==> src/rtl/conv_tree_pkg.sv <==
// Shared definitions for the conv_tree serializer/deserializer pair.
package conv_tree_pkg;

  localparam int CONV_TREE_WIDTH = 16;

  typedef enum logic {
    IDLE  = 1'b0,
    SHIFT = 1'b1
  } conv_state_e;

  // The counter must be able to hold the full word width, not just width-1.
  function automatic int cnt_width(input int n);
    return $clog2(n) + 1;
  endfunction

endpackage

==> src/rtl/conv_tree_shift_reg.sv <==
// MSB-first shift-in register. A load restarts the word with the given bit.
module conv_tree_shift_reg #(
  parameter int WIDTH = 16
) (
  input  logic             clk,
  input  logic             rst_n,
  input  logic             clr_i,
  input  logic             load_i,
  input  logic             shift_i,
  input  logic             bit_i,
  output logic [WIDTH-1:0] q_o
);

  logic [WIDTH-1:0] sr_q;
  logic [WIDTH-1:0] sr_d;

  always_comb begin
    sr_d = sr_q;
    if (clr_i) begin
      sr_d = '0;
    end else if (load_i) begin
      sr_d = {{(WIDTH-1){1'b0}}, bit_i};
    end else if (shift_i) begin
      sr_d = {sr_q[WIDTH-2:0], bit_i};
    end
  end

  always_ff @(posedge clk or negedge rst_n) begin
    if (!rst_n) begin
      sr_q <= '0;
    end else begin
      sr_q <= sr_d;
    end
  end

  assign q_o = sr_q;

endmodule

==> src/rtl/conv_tree_deserializer.sv <==
// Realigns a framed serial stream into parallel words behind a valid/ready
// output register, with sticky overflow and framing-error flags.
module conv_tree_deserializer
  import conv_tree_pkg::*;
#(
  parameter int OUTPUTS_NUM = CONV_TREE_WIDTH
) (
  input  logic                   CLK,
  input  logic                   RESET,
  input  logic                   SERIAL_IN,
  input  logic                   FRAME_START,
  output logic [OUTPUTS_NUM-1:0] PAR_OUT,
  output logic                   PAR_VALID,
  input  logic                   PAR_READY,
  output logic                   OVERFLOW,
  output logic                   FRAME_ERR
);

  localparam int CW = cnt_width(OUTPUTS_NUM);
  localparam logic [CW-1:0] CNT_FULL = CW'(OUTPUTS_NUM);
  localparam logic [CW-1:0] CNT_LAST = CW'(OUTPUTS_NUM - 1);

  conv_state_e            state_q, state_d;
  logic [CW-1:0]          cnt_q, cnt_d;
  logic [OUTPUTS_NUM-1:0] out_q, out_d;
  logic                   valid_q, valid_d;
  logic                   ovf_q, ovf_d;
  logic                   ferr_q, ferr_d;

  logic                   sr_clr, sr_load, sr_shift, complete;
  logic [OUTPUTS_NUM-1:0] sr_q;
  logic [OUTPUTS_NUM-1:0] word;

  conv_tree_shift_reg #(
    .WIDTH(OUTPUTS_NUM)
  ) u_shift_reg (
    .clk    (CLK),
    .rst_n  (RESET),
    .clr_i  (sr_clr),
    .load_i (sr_load),
    .shift_i(sr_shift),
    .bit_i  (SERIAL_IN),
    .q_o    (sr_q)
  );

  // The completing bit is still on SERIAL_IN, so the word is formed here.
  assign word = {sr_q[OUTPUTS_NUM-2:0], SERIAL_IN};

  always_comb begin
    state_d  = state_q;
    cnt_d    = cnt_q;
    ferr_d   = ferr_q;
    sr_clr   = 1'b0;
    sr_load  = 1'b0;
    sr_shift = 1'b0;
    complete = 1'b0;
    case (state_q)
      IDLE: begin
        if (FRAME_START) begin
          sr_load = 1'b1;
          cnt_d   = CW'(1);
          state_d = SHIFT;
        end
      end
      SHIFT: begin
        if (FRAME_START) begin
          // Either a back-to-back word or a resync over a partial word.
          sr_load = 1'b1;
          cnt_d   = CW'(1);
          if (cnt_q != CNT_FULL) ferr_d = 1'b1;
        end else if (cnt_q == CNT_FULL) begin
          sr_clr  = 1'b1;
          cnt_d   = '0;
          state_d = IDLE;
        end else begin
          sr_shift = 1'b1;
          cnt_d    = cnt_q + CW'(1);
          complete = (cnt_q == CNT_LAST);
        end
      end
      default: begin
        state_d = IDLE;
        cnt_d   = '0;
      end
    endcase
  end

  always_comb begin
    out_d   = out_q;
    valid_d = valid_q;
    ovf_d   = ovf_q;
    if (complete) begin
      if (!valid_q || PAR_READY) begin
        out_d   = word;
        valid_d = 1'b1;
      end else begin
        ovf_d = 1'b1;
      end
    end else if (valid_q && PAR_READY) begin
      valid_d = 1'b0;
    end
  end

  always_ff @(posedge CLK or negedge RESET) begin
    if (!RESET) begin
      state_q <= IDLE;
      cnt_q   <= '0;
      out_q   <= '0;
      valid_q <= 1'b0;
      ovf_q   <= 1'b0;
      ferr_q  <= 1'b0;
    end else begin
      state_q <= state_d;
      cnt_q   <= cnt_d;
      out_q   <= out_d;
      valid_q <= valid_d;
      ovf_q   <= ovf_d;
      ferr_q  <= ferr_d;
    end
  end

  assign PAR_OUT   = out_q;
  assign PAR_VALID = valid_q;
  assign OVERFLOW  = ovf_q;
  assign FRAME_ERR = ferr_q;

endmodule

==> config.mk <==
export PLATFORM = sky130hd
export DESIGN_NAME = conv_tree_deserializer
export DESIGN_NICKNAME = d
export VERILOG_FILES = /design/src/rtl/conv_tree_pkg.sv /design/src/rtl/conv_tree_shift_reg.sv /design/src/rtl/conv_tree_deserializer.sv
export SDC_FILE = /design/constraint.sdc
export NUM_CORES = 1
export LEC_CHECK = 0
export ABC_CLOCK_PERIOD_IN_PS = 4800
export CAP_MARGIN = 0
export CORE_MARGIN = 5
export CORE_UTILIZATION = 40
export DETAILED_ROUTE_END_ITERATION = 16
export GPL_TIMING_DRIVEN = 0
export PLACE_DENSITY = 0.69
export SETUP_SLACK_MARGIN = 0.05
export SLEW_MARGIN = 5
export SYNTH_ARGS = -nofsm -noshare
export SYNTH_HDL_FRONTEND = slang
export SYNTH_SLANG_ARGS = --single-unit
==> constraint.sdc <==
create_clock -name CLK -period 4.8 [get_ports CLK]
set_input_delay 0.48 -clock CLK [delete_from_list [all_inputs] [get_ports CLK]]
set_output_delay 0.48 -clock CLK [all_outputs]
set_load 0.1 [all_outputs]
==> impl_summary.txt <==
----------------------------------------------------
[Status]
  Status ... finished, final reports clean

[Setup path]
  CP startpoint kind ... register
  Critical Path Slowest Stage Cell ... sky130_fd_sc_hd__clkdlybuf4s50_1
  Buffering stage count on the worst path with inverters included ... 1
  Startpoint-to-endpoint class of the critical path ... register to output port
  Top cell family by delay on the critical path ... buffers and inverters
  Worst stage delay on the critical path ... 1140 ps
  Category of the worst setup path capture point ... output port
  Worst endpoint data arrival time ... 1800 ps
  Sequence of cells on the critical path ... clkdlybuf4s50_1
  Critical path peak fanout ... 2
  Data required time at the worst endpoint ... 4320 ps

[Placement]
  Area after detailed placement ... 1900 um2
  Post-detail-place hpwl ... 2010 um
  Placer congestion estimate ... 0.753
  DP Worst Slack ... 2270 ps
  Port Buf Inserts ... 23

[Logic synthesis]
  Dominant combinational cell family by area after synthesis ... compound AO/OA/AOI/OAI gates
  Yosys top cell area share ... 0.630
  Number of enable-type register cells in the synthesized netlist ... 0
  Synthesis warning total ... 0
  Number of distinct standard cells referenced by the synthesized netlist ... 24
  Net count after synthesis ... 115
  Syn_area_per_cell ... 14.8 um2
  Post-synthesis simple-gate area fraction ... 0.0646
  Xor/xnor share of the synthesized area ... 0
  Part of the Yosys area used for sequential elements ... 0.630
  Leading area contributor after synthesis ... sky130_fd_sc_hd__dfrtp_1
  Synthesized instance count ... 107
  Compound-gate portion of the synthesized area ... 0.140
  Commonest cells in the netlist ... 40 x sky130_fd_sc_hd__dfrtp_1, 17 x sky130_fd_sc_hd__a22o_1, 16 x sky130_fd_sc_hd__mux2_2
  Top flip-flop cell by instance count after synthesis ... sky130_fd_sc_hd__dfrtp_1
  Synth Area in Adders ... 0.0236
  Mux contribution to synthesized area ... 0.113
  Number of flip-flops and latches in the synthesized netlist ... 40
  Ys async rst share ... 1.00
  Post-synthesis instance area ... 1590 um2
  Most frequent cell after synthesis ... sky130_fd_sc_hd__dfrtp_1
  Cell types with the largest area share after synthesis ... sky130_fd_sc_hd__dfrtp_1 63%, sky130_fd_sc_hd__mux2_2 11%, sky130_fd_sc_hd__a22o_1 9.4%

[STA]
  Final max-slew violation count ... 0
  Minimum clock period after layout ... 2280 ps
  Number of failing setup endpoints in the final timing report ... 0
  Slew at the pin with the worst max-slew slack ... 973 ps
  Worst-case headroom to the max-slew limit ... 0.349
  Worst setup skew after layout ... 4.53 ps
  Max Clk Rate ... 0.439 GHz
  Endpoints failing hold ... 0
  Setup repair after global routing missed its margin ... false
  Setup tns final ... 0 ps
  Post-route fraction of the period consumed by the critical path ... 0.474
  Final critical-path setup slack ... 2520 ps

[Clock network]
  CTS tree ... built
  CTS HTree Levels ... 2
  CTS resizes ... 0
  Clock buffer count from CTS ... 5
  Setup Fix Bufs, Post-CTS ... 0
  Worst-Skew Late Latency ... 290 ps
  Clock-pin transition on the worst setup and hold timing paths ... 70 ps
  Clock Tree Buf Depth ... 2
  Root buf cell ... sky130_fd_sc_hd__clkbuf_8
  Total clock sinks ... 40
  Post-CTS Hold Buffers ... 0

[Floorplan]
  Overall die area ... 5330 um2
  Number of placement rows ... 23
  Core area ... 3910 um2
  Top-level I/O count ... 24
  DIE WIDTH ... 73.0 um
  Starting density of the core ... 0.406
  Chip height ... 73.0 um

[Drt]
  Overall via count from detail_route ... 990
  Average routed wire per standard cell ... 15.9 um
  Routed wire length ... 2980 um
  Antenna Violating Nets Remaining ... 0
  DR DRC count ... 0
  Number of violations reported at the end of detailed-routing iteration 0 ... 57
  Number of detailed-route iterations in the first pass ... 4
  Vias/cell ... 5.27

[GRT]
  Aggregate global routing overflow ... 0
  Wire length of the first global-routing pass ... 5080 um
  Total global routing track utilization ... 0.124
  Pin count of the biggest net entering global routing ... 41
  Number of antenna violations at the first check in global routing ... 0
  Via count of the first global-routing pass ... 1,053

[Final layout]
  Count of inserted antenna diode cells ... 0
  Area growth, synth to finish ... 24.3%
  Count of filler cells inserted in the layout ... 352
  Post-route cell area ... 1970 um2
  Seq. cell area ... 1000 um2
  Multi-input combinational cell area ... 543 um2
  Total Nets Final ... 146
  Layout cells sized above 1 ... 0.239

[Power and ir drop]
  Power density over cell area ... 299 nW/um2
  Static leakage ... 0.923 nW
  IR Drop Worst-Case VDD ... 169 uV

[Worst hold path]
  Worst hold path type ... input pin to async pin

[Job]
  Count of max-cap constraint violations ... 0

----------------------------------------------------
==> sequential cells by signal, indices dropped and copies added (netlist names) <==
signal / flops
FRAME_ERR: 1
OVERFLOW: 1
PAR_OUT: 16
PAR_VALID: 1
cnt_q: 5
state_q: 1
u_shift_reg.q_o: 15
==> through the flow <==
| stage | util | instances | hold WS [ps] | power (mW) |
|---|---|---|---|---|
| 3_3_place_gp | 0.480 | 180 | 449 | 0.386 |
| 2_1_floorplan | - | 107 | 184 | 0.371 |
| 4_1_cts | 0.504 | 188 | 152 | 0.596 |
| 6_report | 0.504 | 188 | 145 | 0.589 |
| 3_5_place_dp | 0.484 | 181 | 466 | 0.389 |
| 5_1_grt | 0.504 | 188 | 152 | 0.618 |
==> area by class of cell <==
class                   count  share of cell area
clock buffers               6              0.0368
plain buffers               5              0.0146
inverters                   4             0.00761
multi-input cells          58               0.275
repair buffers             24               0.124
well taps                  50              0.0317
flip-flops and latches     40               0.507
clock inverters             1             0.00254
==> cell families after synthesis <==
family,after synthesis
compound gates,26
mux,16
buf+inv,9
flops,40
fa+ha+maj,3
simple gates,13
==> metal layers <==
metal / track usage / vias to the layer above / share of wire
met4: 0.0553 / 0 / 0.021
met1: 0.171 / 507 / 0.49
met5: 0 / - / 0
li1: - / 457 / -
met2: 0.184 / 19 / 0.46
met3: 0.0331 / 7 / 0.033
==> final timing paths <==
path | start | to | slack (ps) | cells after the start
setup / recovery | PAR_OUT[15]$_DFFE_PN0P_ | PAR_OUT[15] | 2520 | 1
setup reg to reg | cnt_q[1]$_DFFE_PN0P_ | PAR_OUT[1]$_DFFE_PN0P_ | 2610 | 6
max in group asynchronous | RESET | u_shift_reg.q_o[11]$_DFFE_PN0P_ | 4460 | 2
hold / removal | RESET | u_shift_reg.q_o[2]$_DFFE_PN0P_ | 140 | 2
hold reg to reg | FRAME_ERR$_DFFE_PN0P_ | FRAME_ERR$_DFFE_PN0P_ | 480 | 1
min in group CLK | FRAME_ERR$_DFFE_PN0P_ | FRAME_ERR$_DFFE_PN0P_ | 480 | 1
==> power breakdown <==
part / internal, mW / switching [mW] / leakage [nW]
Combinational: 0.0133 / 0.0210 / 0.343
Sequential: 0.342 / 0.00563 / 0.539
Clock: 0.0987 / 0.108 / 0.0410
Total: 0.454 / 0.135 / 0.923
==> cells in the final DEF (no fill, tap or decap) <==
cell type and count:
sky130_fd_sc_hd__dfrtp_1 40, sky130_fd_sc_hd__clkdlybuf4s50_1 22, sky130_fd_sc_hd__a22o_1 17, sky130_fd_sc_hd__mux2_2 16, sky130_fd_sc_hd__clkbuf_8 5, sky130_fd_sc_hd__inv_1 4
sky130_fd_sc_hd__buf_2 3, sky130_fd_sc_hd__clkbuf_1 3, sky130_fd_sc_hd__nor2_1 3, sky130_fd_sc_hd__a31o_2 3, sky130_fd_sc_hd__ha_1 3, sky130_fd_sc_hd__nor2b_1 2
sky130_fd_sc_hd__nand3_1 2, sky130_fd_sc_hd__and3_2 1, sky130_fd_sc_hd__nand4bb_1 1, sky130_fd_sc_hd__a21o_1 1, sky130_fd_sc_hd__and4bb_4 1, sky130_fd_sc_hd__nand2b_1 1
sky130_fd_sc_hd__nor4b_4 1, sky130_fd_sc_hd__buf_6 1, sky130_fd_sc_hd__nand2_1 1, sky130_fd_sc_hd__o31ai_1 1, sky130_fd_sc_hd__a41o_1 1, sky130_fd_sc_hd__o211ai_1 1
sky130_fd_sc_hd__a31oi_1 1, sky130_fd_sc_hd__a311oi_1 1, sky130_fd_sc_hd__clkinv_2 1, sky130_fd_sc_hd__buf_12 1
No activity file was read; power rests on OpenSTA's default activity.
